`src/rtl/ps2_pkg.sv`:
```
// ps2_pkg: shared types and byte constants for the PS/2 keyboard receiver.
// Frame FSM states and scan-code prefix / controller-response bytes.
package ps2_pkg;

  typedef enum logic [1:0] {
    IDLE,
    DATA,
    PARITY,
    STOP
  } ps2_state_e;

  localparam logic [7:0] PS2_EXT    = 8'hE0;
  localparam logic [7:0] PS2_BRK    = 8'hF0;
  localparam logic [7:0] PS2_PAUSE  = 8'hE1;
  localparam logic [7:0] PS2_BAT    = 8'hAA;
  localparam logic [7:0] PS2_ACK    = 8'hFA;
  localparam logic [7:0] PS2_RESEND = 8'hFE;
  localparam logic [7:0] PS2_ECHO   = 8'hEE;
  localparam logic [7:0] PS2_ERR0   = 8'h00;
  localparam logic [7:0] PS2_ERR1   = 8'hFF;

  // Bytes the keyboard sends as status, never as key codes.
  function automatic logic is_resp(input logic [7:0] b);
    return (b == PS2_ERR0) || (b == PS2_BAT) ||
           (b == PS2_ECHO) || (b == PS2_ACK) ||
           (b == PS2_RESEND) || (b == PS2_ERR1);
  endfunction

endpackage

```
`src/rtl/ps2_frame_rx.sv`:
```
// ps2_frame_rx: sync + glitch filter + 11-bit frame FSM with timeout.
// Ports: vga_clk, reset (sync, high), ps2_clk/ps2_data (raw) ->
// rx_byte (last good byte), rx_byte_valid / rx_err (1-cycle strobes).
module ps2_frame_rx
  import ps2_pkg::*;
#(
  parameter int FILTER_LEN     = 8,
  parameter int TIMEOUT_CYCLES = 50000
) (
  input  logic       vga_clk,
  input  logic       reset,
  input  logic       ps2_clk,
  input  logic       ps2_data,
  output logic [7:0] rx_byte,
  output logic       rx_byte_valid,
  output logic       rx_err
);

  localparam int FW = (FILTER_LEN > 1) ? $clog2(FILTER_LEN) : 1;
  localparam int TW = $clog2(TIMEOUT_CYCLES);
  localparam logic [FW-1:0] FMAX  = FW'(FILTER_LEN - 1);
  localparam logic [TW-1:0] TLAST = TW'(TIMEOUT_CYCLES - 1);
  localparam logic [TW-1:0] TSAT  = '1;

  logic [1:0]    clk_s_q, clk_s_d;
  logic [1:0]    dat_s_q, dat_s_d;
  logic          clk_f_q, clk_f_d;
  logic          dat_f_q, dat_f_d;
  logic [FW-1:0] clk_fc_q, clk_fc_d;
  logic [FW-1:0] dat_fc_q, dat_fc_d;
  logic          clk_fp_q, clk_fp_d;
  ps2_state_e    state_q, state_d;
  logic [3:0]    bitcnt_q, bitcnt_d;
  logic [7:0]    shreg_q, shreg_d;
  logic          par_q, par_d;
  logic [TW-1:0] tmo_q, tmo_d;
  logic [7:0]    rx_byte_q, rx_byte_d;
  logic          rx_valid_q, rx_valid_d;
  logic          rx_err_q, rx_err_d;
  logic          fall;

  assign fall = clk_fp_q & ~clk_f_q;

  always_comb begin
    clk_s_d  = {clk_s_q[0], ps2_clk};
    dat_s_d  = {dat_s_q[0], ps2_data};
    clk_f_d  = clk_f_q;
    dat_f_d  = dat_f_q;
    clk_fc_d = '0;
    dat_fc_d = '0;
    clk_fp_d = clk_f_q;
    // A filtered line flips only on the FILTER_LEN-th differing sample.
    if (clk_s_q[1] != clk_f_q) begin
      if (clk_fc_q == FMAX) clk_f_d = clk_s_q[1];
      else                  clk_fc_d = clk_fc_q + 1'b1;
    end
    if (dat_s_q[1] != dat_f_q) begin
      if (dat_fc_q == FMAX) dat_f_d = dat_s_q[1];
      else                  dat_fc_d = dat_fc_q + 1'b1;
    end
  end

  always_comb begin
    state_d    = state_q;
    bitcnt_d   = bitcnt_q;
    shreg_d    = shreg_q;
    par_d      = par_q;
    rx_byte_d  = rx_byte_q;
    rx_valid_d = 1'b0;
    rx_err_d   = 1'b0;
    if (state_q == IDLE || fall) tmo_d = '0;
    else if (tmo_q == TSAT)      tmo_d = tmo_q;
    else                         tmo_d = tmo_q + 1'b1;
    unique case (state_q)
      IDLE: begin
        if (fall && !dat_f_q) begin
          state_d  = DATA;
          bitcnt_d = '0;
        end
      end
      DATA: begin
        if (fall) begin
          shreg_d  = {dat_f_q, shreg_q[7:1]};
          bitcnt_d = bitcnt_q + 1'b1;
          if (bitcnt_q == 4'd7) state_d = PARITY;
        end
      end
      PARITY: begin
        if (fall) begin
          par_d   = dat_f_q;
          state_d = STOP;
        end
      end
      STOP: begin
        if (fall) begin
          if (dat_f_q && (^{shreg_q, par_q})) begin
            rx_byte_d  = shreg_q;
            rx_valid_d = 1'b1;
          end else begin
            rx_err_d = 1'b1;
          end
          state_d = IDLE;
        end
      end
      default: state_d = IDLE;
    endcase
    // A real falling edge takes priority over an expiring timeout.
    if (state_q != IDLE && !fall && tmo_q == TLAST) begin
      state_d  = IDLE;
      rx_err_d = 1'b1;
    end
  end

  always_ff @(posedge vga_clk) begin
    if (reset) begin
      clk_s_q    <= '1;
      dat_s_q    <= '1;
      clk_f_q    <= 1'b1;
      dat_f_q    <= 1'b1;
      clk_fc_q   <= '0;
      dat_fc_q   <= '0;
      clk_fp_q   <= 1'b1;
      state_q    <= IDLE;
      bitcnt_q   <= '0;
      shreg_q    <= '0;
      par_q      <= 1'b0;
      tmo_q      <= '0;
      rx_byte_q  <= '0;
      rx_valid_q <= 1'b0;
      rx_err_q   <= 1'b0;
    end else begin
      clk_s_q    <= clk_s_d;
      dat_s_q    <= dat_s_d;
      clk_f_q    <= clk_f_d;
      dat_f_q    <= dat_f_d;
      clk_fc_q   <= clk_fc_d;
      dat_fc_q   <= dat_fc_d;
      clk_fp_q   <= clk_fp_d;
      state_q    <= state_d;
      bitcnt_q   <= bitcnt_d;
      shreg_q    <= shreg_d;
      par_q      <= par_d;
      tmo_q      <= tmo_d;
      rx_byte_q  <= rx_byte_d;
      rx_valid_q <= rx_valid_d;
      rx_err_q   <= rx_err_d;
    end
  end

  assign rx_byte       = rx_byte_q;
  assign rx_byte_valid = rx_valid_q;
  assign rx_err        = rx_err_q;

endmodule

```
`src/rtl/ps2_kbd_rx.sv`:
```
// ps2_kbd_rx: PS/2 keyboard receiver with E0/F0 prefix decoding.
// Ports: vga_clk, reset, ps2_clk, ps2_data in; rx_byte/rx_byte_valid/
// rx_err and key_code/key_ext/key_release/key_valid out.
module ps2_kbd_rx
  import ps2_pkg::*;
#(
  parameter int FILTER_LEN     = 8,
  parameter int TIMEOUT_CYCLES = 50000
) (
  input  logic       vga_clk,
  input  logic       reset,
  input  logic       ps2_clk,
  input  logic       ps2_data,
  output logic [7:0] rx_byte,
  output logic       rx_byte_valid,
  output logic       rx_err,
  output logic [7:0] key_code,
  output logic       key_ext,
  output logic       key_release,
  output logic       key_valid
);

  logic       ext_pend_q, ext_pend_d;
  logic       rel_pend_q, rel_pend_d;
  logic [7:0] key_code_q, key_code_d;
  logic       key_ext_q, key_ext_d;
  logic       key_rel_q, key_rel_d;
  logic       key_valid_q, key_valid_d;
  logic       is_ext, is_brk, is_clr, is_key;

  ps2_frame_rx #(
    .FILTER_LEN     (FILTER_LEN),
    .TIMEOUT_CYCLES (TIMEOUT_CYCLES)
  ) u_frame (
    .vga_clk       (vga_clk),
    .reset         (reset),
    .ps2_clk       (ps2_clk),
    .ps2_data      (ps2_data),
    .rx_byte       (rx_byte),
    .rx_byte_valid (rx_byte_valid),
    .rx_err        (rx_err)
  );

  // Mutually exclusive: the frame rx never raises valid and err together.
  assign is_ext = rx_byte_valid && (rx_byte == PS2_EXT);
  assign is_brk = rx_byte_valid && (rx_byte == PS2_BRK);
  assign is_clr = rx_err || (rx_byte_valid &&
                  ((rx_byte == PS2_PAUSE) || is_resp(rx_byte)));
  assign is_key = rx_byte_valid && !is_ext && !is_brk && !is_clr;

  always_comb begin
    ext_pend_d  = ext_pend_q;
    rel_pend_d  = rel_pend_q;
    key_code_d  = key_code_q;
    key_ext_d   = key_ext_q;
    key_rel_d   = key_rel_q;
    key_valid_d = 1'b0;
    unique case (1'b1)
      is_ext: ext_pend_d = 1'b1;
      is_brk: rel_pend_d = 1'b1;
      is_clr: begin
        ext_pend_d = 1'b0;
        rel_pend_d = 1'b0;
      end
      is_key: begin
        key_code_d  = rx_byte;
        key_ext_d   = ext_pend_q;
        key_rel_d   = rel_pend_q;
        key_valid_d = 1'b1;
        ext_pend_d  = 1'b0;
        rel_pend_d  = 1'b0;
      end
      default: ;
    endcase
  end

  always_ff @(posedge vga_clk) begin
    if (reset) begin
      ext_pend_q  <= 1'b0;
      rel_pend_q  <= 1'b0;
      key_code_q  <= '0;
      key_ext_q   <= 1'b0;
      key_rel_q   <= 1'b0;
      key_valid_q <= 1'b0;
    end else begin
      ext_pend_q  <= ext_pend_d;
      rel_pend_q  <= rel_pend_d;
      key_code_q  <= key_code_d;
      key_ext_q   <= key_ext_d;
      key_rel_q   <= key_rel_d;
      key_valid_q <= key_valid_d;
    end
  end

  assign key_code    = key_code_q;
  assign key_ext     = key_ext_q;
  assign key_release = key_rel_q;
  assign key_valid   = key_valid_q;

endmodule

```
`config.mk`:
```
export PLATFORM = sky130hd
export DESIGN_NAME = ps2_kbd_rx
export DESIGN_NICKNAME = d
export VERILOG_FILES = /design/src/rtl/ps2_pkg.sv /design/src/rtl/ps2_frame_rx.sv /design/src/rtl/ps2_kbd_rx.sv
export SDC_FILE = /design/constraint.sdc
export NUM_CORES = 1
export LEC_CHECK = 0
export ABC_AREA = 1
export BUFFER_PORTS_ARGS = -buffer_cell sky130_fd_sc_hd__buf_2
export CAP_MARGIN = 20
export CORE_MARGIN = 2
export CORE_UTILIZATION = 50
export CTS_CLUSTER_SIZE = 10
export DETAILED_ROUTE_END_ITERATION = 16
export GPL_ROUTABILITY_DRIVEN = 0
export PLACE_DENSITY_LB_ADDON = 0.3
export REMOVE_ABC_BUFFERS = 1
export SYNTH_ARGS = -nofsm -noshare
export SYNTH_HDL_FRONTEND = slang
export SYNTH_SLANG_ARGS = --single-unit
export TNS_END_PERCENT = 30
```
`constraint.sdc`:
```
create_clock -name vga_clk -period 2.4 [get_ports vga_clk]
set_input_delay 0 -clock vga_clk [delete_from_list [all_inputs] [get_ports vga_clk]]
set_output_delay 0 -clock vga_clk [all_outputs]
set_load 0.1 [all_outputs]
```
* Word-level counts from Yosys, hierarchy flattened
Index checks and enable logic that the tools add are counted.
Cells by class: add/sub/neg operators 4, reductions and logical operators 43, muxes and demuxes 17, equality and inequality tests 23, bitwise gates (word level) 6
Operator list (number):
- $eq A8 B8 Y1 const B | 8
- $eq A16 B16 Y1 const B | 2
- $add A16 B1 Y16 const B | 1
- $logic_and A1 B1 Y1 | 10
- $mux W2 | 5
- $reduce_or A3 Y1 | 3
- $reduce_xor A9 Y1 | 1
- $logic_not A8 Y1 | 1
- $logic_or A1 B1 Y1 | 8
- $mux W4 | 2
- $ne A2 B1 Y1 const B | 4
- $pmux W2 S4 | 1
- $pmux W4 S2 | 1
- $reduce_and A2 Y1 | 4
- $reduce_bool A2 Y1 | 4
- $add A3 B1 Y3 const B | 2
- $eq A3 B3 Y1 const B | 2
- $mux W1 | 6
- $reduce_and A3 Y1 | 2
- $reduce_or A2 Y1 | 3
- $logic_not A1 Y1 | 5
- $not A1 Y1 | 5
- $reduce_and A5 Y1 | 1
- $add A4 B1 Y4 const B | 1
- other kinds (8) | 11
Word-level totals: flip-flop bits (word level) 67, output and inout bits 21, input bits 4

* Depth between registers and ports, before layout
Gate-level depths: netlist of run 1.
depth in word-level cells 13, mapped depth 14, depth with buffers taken out 13

* Hierarchy
Synthesis of run 1 repeated with hierarchy kept, for this count alone.
Unflattened totals: cell total of the unflattened synthesis 486, area, all modules 3438.3 um^2
Modules (own cells, without submodules):
- ps2_frame_rx | area each 2667.6 um^2, cells each 356, times used 1, seq. area each 1081.0 um^2
- ps2_kbd_rx | area each 770.7 um^2, cells each 130, times used 1, seq. area each 260.2 um^2

* Worst setup path after synthesis of run 1
No wires, ideal clock.
path type register to register, from register u_frame.rx_byte_q[2], in the netlist u_frame.rx_byte[2], to register key_code_q[5], in the netlist key_code[5], clock period less this slack 2.150 ns, slack 0.250 ns, cell stages (with the launch flop) 13, required time 2.283 ns, arrival 2.033 ns, cells stage by stage dfxtp_1 inv_1 nand2_1 nand3_1 nor2_1 nor2_1 nand3_1 nand2_1 nand3_1 buf_2 nand2_1 nand2_1 nor2_1
On the way: word-level cells in the longest chain between the ends 11, elaborated cells on any way between the ends 25, classes of those cells eq/ne: 8; reduce/logical: 17
RTL lines:
- start: declaration | RTL line ps2_frame_rx.sv:37 | logic [7:0] rx_byte_q, rx_byte_d;
- start signal: assignment | RTL line ps2_frame_rx.sv:144 | rx_byte_q <= rx_byte_d;
- $eq A8 B8 Y1 or $logic_not A8 Y1 (tied branches) | RTL line ps2_pkg.sv:24 | return (b == PS2_ERR0) || (b == PS2_BAT) ||
- $logic_or A1 B1 Y1 (2 in a row) | RTL line ps2_pkg.sv:24
- $logic_or A1 B1 Y1 (2 in a row) | RTL line ps2_pkg.sv:25 | (b == PS2_ECHO) || (b == PS2_ACK) ||
- $logic_or A1 B1 Y1 | RTL line ps2_pkg.sv:26 | (b == PS2_RESEND) || (b == PS2_ERR1);
- $logic_or A1 B1 Y1 | RTL line ps2_kbd_rx.sv:48 | ((rx_byte == PS2_PAUSE) || is_resp(rx_byte)));
- $logic_and A1 B1 Y1 | RTL line ps2_kbd_rx.sv:47 | assign is_clr = rx_err || (rx_byte_valid &&
- $logic_or A1 B1 Y1 | RTL line ps2_kbd_rx.sv:47
- $logic_not A1 Y1 | RTL line ps2_kbd_rx.sv:49 | assign is_key = rx_byte_valid && !is_ext && !is_brk && !is_clr;
- $logic_and A1 B1 Y1 * | RTL line ps2_kbd_rx.sv:49
- end signal: assignment | RTL line ps2_kbd_rx.sv:88 | key_code_q <= key_code_d;
- end: declaration | RTL line ps2_kbd_rx.sv:25 | logic [7:0] key_code_q, key_code_d;
Every way passes the cells marked *; elsewhere a longest branch is shown, timed or not. A chain may end at the register's enable or synchronous reset.

* Worst setup path in the final report of run 1
from register u_frame.rx_byte_q[0], in the netlist u_frame.rx_byte[0], to register key_code_q[3], in the netlist key_code[3]
Same word-level chain as after synthesis.

==> results of run 1 <==
==> logic make-up (layout without fill, tap and decap cells) <==
group,after synthesis,after routing
adders and majority gates,10,10
DFF,67,67
buffers and inverters,85,121
AOI/OAI and AO/OA,55,55
xor gates and xnor gates,3,3
and+or+nand+nor,231,231
==> layout make-up <==
class,instances,share of cell area [%]
Clock buffer,10,3.767
Clock inverter,6,3.048
Inverter,77,7.911
Multi-Input combinational cell,299,41.61
Sequential cell,67,36.71
Tap cell,77,2.637
Timing Repair Buffer,28,4.315
==> layout by cell type (no fill, tap or decap), types with 3 or more instances in the layout <==
cell type / Yosys / layout
sky130_fd_sc_hd__a211oi_1: 4 / 4
sky130_fd_sc_hd__a21oi_1: 20 / 20
sky130_fd_sc_hd__a31oi_1: 3 / 3
sky130_fd_sc_hd__buf_2: 4 / 24
sky130_fd_sc_hd__bufinv_16: 0 / 3
sky130_fd_sc_hd__clkbuf_8: 0 / 10
sky130_fd_sc_hd__dfxtp_1: 67 / 67
sky130_fd_sc_hd__dlygate4sd3_1: 0 / 3
sky130_fd_sc_hd__ha_1: 10 / 10
sky130_fd_sc_hd__inv_1: 69 / 69
sky130_fd_sc_hd__inv_2: 7 / 7
sky130_fd_sc_hd__nand2_1: 101 / 101
sky130_fd_sc_hd__nand2_2: 4 / 4
sky130_fd_sc_hd__nand3_1: 24 / 24
sky130_fd_sc_hd__nand4_1: 10 / 10
sky130_fd_sc_hd__nor2_1: 64 / 64
sky130_fd_sc_hd__nor3_1: 8 / 8
sky130_fd_sc_hd__nor4_1: 3 / 3
sky130_fd_sc_hd__o21ai_0: 15 / 15
sky130_fd_sc_hd__o21ai_1: 5 / 5
sky130_fd_sc_hd__or2_2: 6 / 6
sky130_fd_sc_hd__xor2_1: 3 / 3
==> power by group through the flow <==
stage | Clock (uW) | Combinational (uW) | Sequential (uW)
detailed placement | 0 | 26.3 | 1140
CTS | 1190 | 30.2 | 1120
global placement | 0 | 25.5 | 1140
finish | 1160 | 29.9 | 1120
global route | 1240 | 33.0 | 1120
floorplan | 0 | 14.6 | 1140
==> layer usage <==
layer,track usage (%),up-vias,part of all wire (%)
met5,0,-,0
li1,-,1503,-
met3,5.242,16,4.1
met1,22.08,1238,48
met2,31.85,54,46
met4,6.745,0,2.1
==> state kept, by name (all words and copies together), names as in the netlist, 2 cells and up <==
name	flops
u_frame.tmo_q	16
u_frame.dat_fc_q	3
key_code	8
u_frame.clk_s_q	2
u_frame.bitcnt_q	4
u_frame.dat_s_q	2
u_frame.shreg_q	8
u_frame.state_q	2
u_frame.clk_fc_q	3
u_frame.rx_byte	8
==> repair_timing <==
item | CTS | global route
hold endpoints to repair | 4 | 0
setup buffers | 0 | 0
endpoints found under the setup margin | 0 | 0
hold buffers | 3 | 0
==> final timing paths <==
kind / from / to / slack [ns] / cells after the start
worst max register to register: u_frame.rx_byte[0] / key_code[3] / 0.53 / 9
worst min-delay path: ps2_data / u_frame.dat_s_q[0] / 0.38 / 3
worst max-delay path: u_frame.rx_byte[0] / key_code[3] / 0.53 / 9
worst min register to register: u_frame.dat_s_q[0] / u_frame.dat_s_q[1] / 0.41 / 1
==> per-stage QoR <==
step	setup slack, ns	instances	util (%)	hold WS (ns)
floorplan	0.02530	443	-	0.06907
global placement	0.5820	545	53.76	0.1823
detailed placement	0.5313	545	53.76	0.1876
CTS	0.5150	564	58.20	0.3638
global route	0.1867	564	58.20	0.3792
finish	0.5333	564	58.20	0.3847
==> critical path, stage by stage (launching register included) <==
cell and delay [ns]:
sky130_fd_sc_hd__dfxtp_1 0.40, sky130_fd_sc_hd__inv_1 0.11, sky130_fd_sc_hd__nand3_1 0.14, sky130_fd_sc_hd__nor2_1 0.06, sky130_fd_sc_hd__nor2_1 0.08, sky130_fd_sc_hd__nand3_1 0.07
sky130_fd_sc_hd__nand2_1 0.08, sky130_fd_sc_hd__nand3_1 0.49, sky130_fd_sc_hd__nor2_1 0.26, sky130_fd_sc_hd__nor2_1 0.06
==> results.sh, run 1 <==
export IMPL_die_area_mm2=0.007042
export IMPL_total_leakage_power_uw=0.001747
export IMPL_post_route_cells_drive_above_1_share_pct=13.55
export IMPL_synthDominantAreaCellType="sky130_fd_sc_hd__dfxtp_1"
export IMPL_fp_dieW_um=83.92
export IMPL_compound_cell_area_share_of_the_yosys_netlist_pct=9.796
export IMPL_antenna_found_initial=0
export IMPL_yosys_warnings=0
export IMPL_post_drt_wl_per_cell_um=10.87
export IMPL_cell_internal_pwr_uw=1847
export IMPL_power_share_switching_pct=19.79
export IMPL_synth_cells=451
export IMPL_final_period_utilization_pct=77.78
export IMPL_synth_mux_area_fraction_pct=0
export IMPL_clkTransAtPathRegs_ns=0.08
export IMPL_routed_wl_um=6132
export IMPL_diodes_inserted=0
export IMPL_synth_top_cells_by_area="sky130_fd_sc_hd__dfxtp_1, sky130_fd_sc_hd__nand2_1, sky130_fd_sc_hd__inv_1, sky130_fd_sc_hd__nor2_1, sky130_fd_sc_hd__ha_1"
export IMPL_final_seq_area_mm2=0.001341
export IMPL_setup_repair_after_global_routing_missed_its_margin="false"
export IMPL_clock_sink_total=67
export IMPL_grt_ovfl_total=0
export IMPL_worstPathArrival_ns=2.11
export IMPL_worstHoldPathType="primary input to register"
export IMPL_fin_hold_viols=0
export IMPL_initialDrtViolationCount=93
export IMPL_critical_path_launch_point_type="register"
export IMPL_synth_top_area_share_pct=42.01
export IMPL_end_kind="register"
export IMPL_drv_max_cap_violation_count=0
export IMPL_final_area_mm2=0.003654
export IMPL_portbufs=24
export IMPL_power_density_mw_per_mm2=630.2
export IMPL_dp_hpwl_um=4209
export IMPL_clock_latency_reported_for_the_late_side_of_the_worst_skew_pair_ns=0.34
export IMPL_top_cell_types_by_occurrence_after_synthesis="sky130_fd_sc_hd__nand2_1, sky130_fd_sc_hd__inv_1, sky130_fd_sc_hd__dfxtp_1"
export IMPL_kind_of_critical_path="register to register"
export IMPL_postCtsResizedCells=0
export IMPL_fillers=604
export IMPL_asyncSetResetFlopFracSynth_pct=0
export IMPL_synth_edf_count=0
export IMPL_final_net_count=496
export IMPL_outcome="complete, no violations"
export IMPL_power_share_clock_pct=50.2
export IMPL_rows=29
export IMPL_syn2layout_area_growth_pct=14.42
export IMPL_synthDistinctLibCells=35
export IMPL_yosys_cell_count_top_type="sky130_fd_sc_hd__nand2_1"
export IMPL_setup_violations=0
export IMPL_multi_input_comb_area_mm2=0.001520
export IMPL_design_core_area_mm2=0.006277
export IMPL_power_net_switching_uw=455.7
export IMPL_slew_headroom_pct=52.66
export IMPL_ir_worst_vdd_v=0.0005114
export IMPL_max_clock_path_buffers=2
export IMPL_floorplan_die_height_um=83.92
export IMPL_boundaryPins=25
export IMPL_cts_tree="yes"
export IMPL_power_combinational_fraction_pct=1.3
export IMPL_start_util_pct=50.87
export IMPL_finalWorstPathRequiredPeriod_ns=1.867
export IMPL_largest_family_of_logic_cells_by_synthesized_area="simple AND/OR/NAND/NOR gates"
export IMPL_count_of_unresolved_drc_violations_after_routing=0
export IMPL_synth_area_mm2=0.003193
export IMPL_yosysSeqAreaShare_pct=42.01
export IMPL_timing_worst_slew_pin_value_ns=0.7080
export IMPL_final_setup_skew_ns=0.008884
export IMPL_numCtsBuffers=9
export IMPL_postSynth_topFlopCell="sky130_fd_sc_hd__dfxtp_1"
export IMPL_max_clock_freq_mhz=535.7
export IMPL_htree_num_levels=3
export IMPL_timing_final_max_slew_violations=0
export IMPL_grt_pass1_wl_um=10790
export IMPL_grt_total_usage_pct=18.56
export IMPL_avgSynthCellArea_um2=7.080
export IMPL_required_time_worst_endpoint_ns=2.64
export IMPL_totalNegativeSetupSlack_ns=0
export IMPL_sequentialPowerShare_pct=48.5
export IMPL_finalPower_uw=2303
export IMPL_path_max_fanout=21
export IMPL_routed_via_count=2811
export IMPL_drt_pass1_iter_count=4
export IMPL_placement_cell_area_mm2=0.003374
export IMPL_synth_simple_gate_area_share_pct=33.07
export IMPL_via_count_of_the_first_global_routing_pass=2583
export IMPL_detail_route_antenna_nets=0
export IMPL_grt_max_degree=28
export IMPL_clockRootBuffer="sky130_fd_sc_hd__clkbuf_8"
export IMPL_synth_adder_area_share_pct=3.918
export IMPL_vias_cell=4.984
export IMPL_ys_ff_latch=67
export IMPL_synth_xor_area_share_pct=0.8229
No activity file was read; power rests on OpenSTA's default activity.
==> inputs of run 2 (changes only) <==
ABC_AREA = 0   (was 1)
clock period = 1.77 ns   (was 2.4 ns; I/O delays follow)
==> results.sh, run 2 <==
export IMPL_outcome="complete, no violations"
export IMPL_avgSynthCellArea_um2=9.151
export IMPL_detail_route_antenna_nets=0
export IMPL_max_clock_freq_mhz=568.5
export IMPL_routed_via_count=2486
export IMPL_synth_cells=325
export IMPL_grt_total_usage_pct=19.19
export IMPL_portbufs=24
export IMPL_cts_tree="yes"
export IMPL_synth_area_mm2=0.002974
export IMPL_power_density_mw_per_mm2=754.2
export IMPL_final_net_count=394
export IMPL_critical_path_reg2reg_startpoint="u_frame.shreg_q[0]"
export IMPL_boundaryPins=25
export IMPL_post_drt_wl_per_cell_um=13.82
export IMPL_via_count_of_the_first_global_routing_pass=2264
export IMPL_dp_hpwl_um=4156
export IMPL_numCtsBuffers=9
export IMPL_synth_top_cells_by_area="sky130_fd_sc_hd__dfxtp_1, sky130_fd_sc_hd__mux2i_1, sky130_fd_sc_hd__nor2_1, sky130_fd_sc_hd__ha_1, sky130_fd_sc_hd__a21oi_1"
export IMPL_final_setup_skew_ns=0.007218
export IMPL_end_kind="register"
export IMPL_path_max_fanout=5
export IMPL_diodes_inserted=0
export IMPL_antenna_found_initial=0
export IMPL_ir_worst_vdd_v=0.0003680
export IMPL_required_time_worst_endpoint_ns=1.98
export IMPL_asyncSetResetFlopFracSynth_pct=0
export IMPL_reg2reg_to="u_frame.rx_byte[6]"
export IMPL_grt_pass1_wl_um=9901
export IMPL_slew_headroom_pct=61.15
export IMPL_postSynth_topFlopCell="sky130_fd_sc_hd__dfxtp_1"
export IMPL_critical_path_launch_point_type="register"
export IMPL_post_route_worst_setup_slack_ns=0.01097
export IMPL_max_clock_path_buffers=2
export IMPL_synth_edf_count=0
export IMPL_kind_of_critical_path="register to register"
export IMPL_preCtsSetupSlack_ns=-0.01737
export IMPL_post_route_cells_drive_above_1_share_pct=26.23
export IMPL_setup_violations=0
export IMPL_grt_ovfl_total=0
export IMPL_synthDominantAreaCellType="sky130_fd_sc_hd__dfxtp_1"
export IMPL_ys_ff_latch=67
export IMPL_design_core_area_mm2=0.005851
export IMPL_total_leakage_power_uw=0.001548
export IMPL_count_of_unresolved_drc_violations_after_routing=0
export IMPL_largest_register_ffs=16
export IMPL_worstPathArrival_ns=1.97
export IMPL_routed_wl_um=6359
export IMPL_worstRegToRegCells=5
export IMPL_clock_sink_total=67
export IMPL_vias_cell=5.404
export IMPL_die_area_mm2=0.006581
export IMPL_placement_cell_area_mm2=0.003338
export IMPL_final_area_mm2=0.003652
export IMPL_floorplan_die_height_um=81.13
export IMPL_fin_hold_viols=0
export IMPL_drv_max_cap_violation_count=0
export IMPL_timing_final_max_slew_violations=0
export IMPL_fp_dieW_um=81.13
export IMPL_initialDrtViolationCount=88
export IMPL_endpoint="u_frame.rx_byte[6]"
export IMPL_most_flop_heavy_register="u_frame.tmo_q"
export IMPL_clockRootBuffer="sky130_fd_sc_hd__clkbuf_8"
export IMPL_crit_start="u_frame.shreg_q[0]"
export IMPL_htree_num_levels=3
export IMPL_grt_max_degree=46
export IMPL_top_cell_types_by_occurrence_after_synthesis="sky130_fd_sc_hd__dfxtp_1, sky130_fd_sc_hd__nor2_1, sky130_fd_sc_hd__a21oi_1"
export IMPL_yosys_warnings=0
export IMPL_finalWorstPathRequiredPeriod_ns=1.759
export IMPL_start_util_pct=50.83
export IMPL_worstHoldPathType="primary input to register"
export IMPL_worst_reg_to_reg_setup_slack_ns=0.01
export IMPL_clock_latency_reported_for_the_late_side_of_the_worst_skew_pair_ns=0.34
export IMPL_final_period_utilization_pct=99.38
export IMPL_yosys_cell_count_top_type="sky130_fd_sc_hd__dfxtp_1"
export IMPL_drt_pass1_iter_count=4
export IMPL_setup_repair_after_global_routing_missed_its_margin="true"
export IMPL_final_common_cell="sky130_fd_sc_hd__dfxtp_1"
export IMPL_synth_top_area_share_pct=45.10
export IMPL_rows=28
export IMPL_clkTransAtPathRegs_ns=0.07
export IMPL_timing_worst_slew_pin_value_ns=0.5796
export IMPL_synthDistinctLibCells=42
export IMPL_syn2layout_area_growth_pct=22.80
export IMPL_yosysSeqAreaShare_pct=45.10
export IMPL_fillers=512
export IMPL_mostFrequentLayoutCells="sky130_fd_sc_hd__dfxtp_1, sky130_fd_sc_hd__nor2_1, sky130_fd_sc_hd__buf_4"
run 2: worst min path at each step:
stage,start,slack [ns],end,depth (start not counted)
5_1_grt,reset,0.15,u_frame.tmo_q[11],4
4_1_cts,reset,0.09,u_frame.tmo_q[11],4
2_1_floorplan,reset,0.07,key_code[0],1
3_3_place_gp,ps2_clk,0.19,u_frame.clk_s_q[0],2
6_report,reset,0.11,u_frame.tmo_q[11],4
3_5_place_dp,ps2_data,0.19,u_frame.dat_s_q[0],2
run 2: logic make-up (layout without fill, tap and decap cells):
kind of cell	Yosys count	count (layout)	share of synthesized area [%]
AOI/OAI and AO/OA	52	52	10.35
xor gates and xnor gates	20	20	6.815
adders and majority gates	10	10	4.207
buffers and inverters	22	80	3.155
DFF	67	67	45.10
muxes	23	24	7.909
and+or+nand+nor	131	132	22.47
run 2: what timing repair did:
action,4_1_cts,5_1_grt
buffers inserted,1,1
gates cloned,0,2
setup endpoints to repair,14,36
gates resized for setup,2,26
endpoints found under the hold margin,2,0
hold buffers,2,0
pin swaps,1,7
run 2: final cells by class:
class	instances	area, um^2	share of cell area [%]
Clock inverter	6	32.53	0.8907
Timing Repair Buffer	57	372.9	10.21
Sequential cell	67	1349	36.93
Clock buffer	10	127.6	3.494
Multi-Input combinational cell	238	1650	45.19
Inverter	7	26.28	0.7194
Tap cell	75	93.84	2.569
run 2: stage by stage:
| stage | cells | TNS, ns | hold slack, ns | utilization (%) | power (uW) |
|---|---|---|---|---|---|
| floorplan | 310 | -5.750 | 0.06907 | - | 1643 |
| global placement | 438 | 0 | 0.1861 | 57.06 | 1712 |
| detailed placement | 438 | -0.07508 | 0.1858 | 57.06 | 1716 |
| CTS | 457 | 0 | 0.09264 | 60.44 | 2772 |
| global route | 460 | -0.4029 | 0.1458 | 62.43 | 2855 |
| finish | 460 | 0 | 0.1095 | 62.43 | 2755 |
run 2: layer usage:
layer | global-route usage (%) | up-vias | routed length (um) | part of all wire (%)
li1 | - | 1255 | - | -
met1 | 23.44 | 1194 | 3019 | 47
met2 | 32.81 | 35 | 3087 | 49
met3 | 3.667 | 2 | 225 | 3.5
met4 | 8.475 | 0 | 27 | 0.42
met5 | 0 | - | 0 | 0
run 2: report_power, final:
group / leakage [uW] / internal (uW) / switching [uW]
Sequential: 0.000544 / 1520 / 8.52
Clock: 0.0000856 / 496 / 566
Combinational: 0.000918 / 73.2 / 89.4
Total: 0.00155 / 2090 / 664
run 2: critical path: stages, from the launching register on:
cell and delay (ns):
sky130_fd_sc_hd__dfxtp_2 0.35, sky130_fd_sc_hd__xnor3_2 0.44, sky130_fd_sc_hd__nand4b_1 0.26, sky130_fd_sc_hd__mux2_4 0.36, sky130_fd_sc_hd__mux2i_2 0.18, sky130_fd_sc_hd__nor2_1 0.05
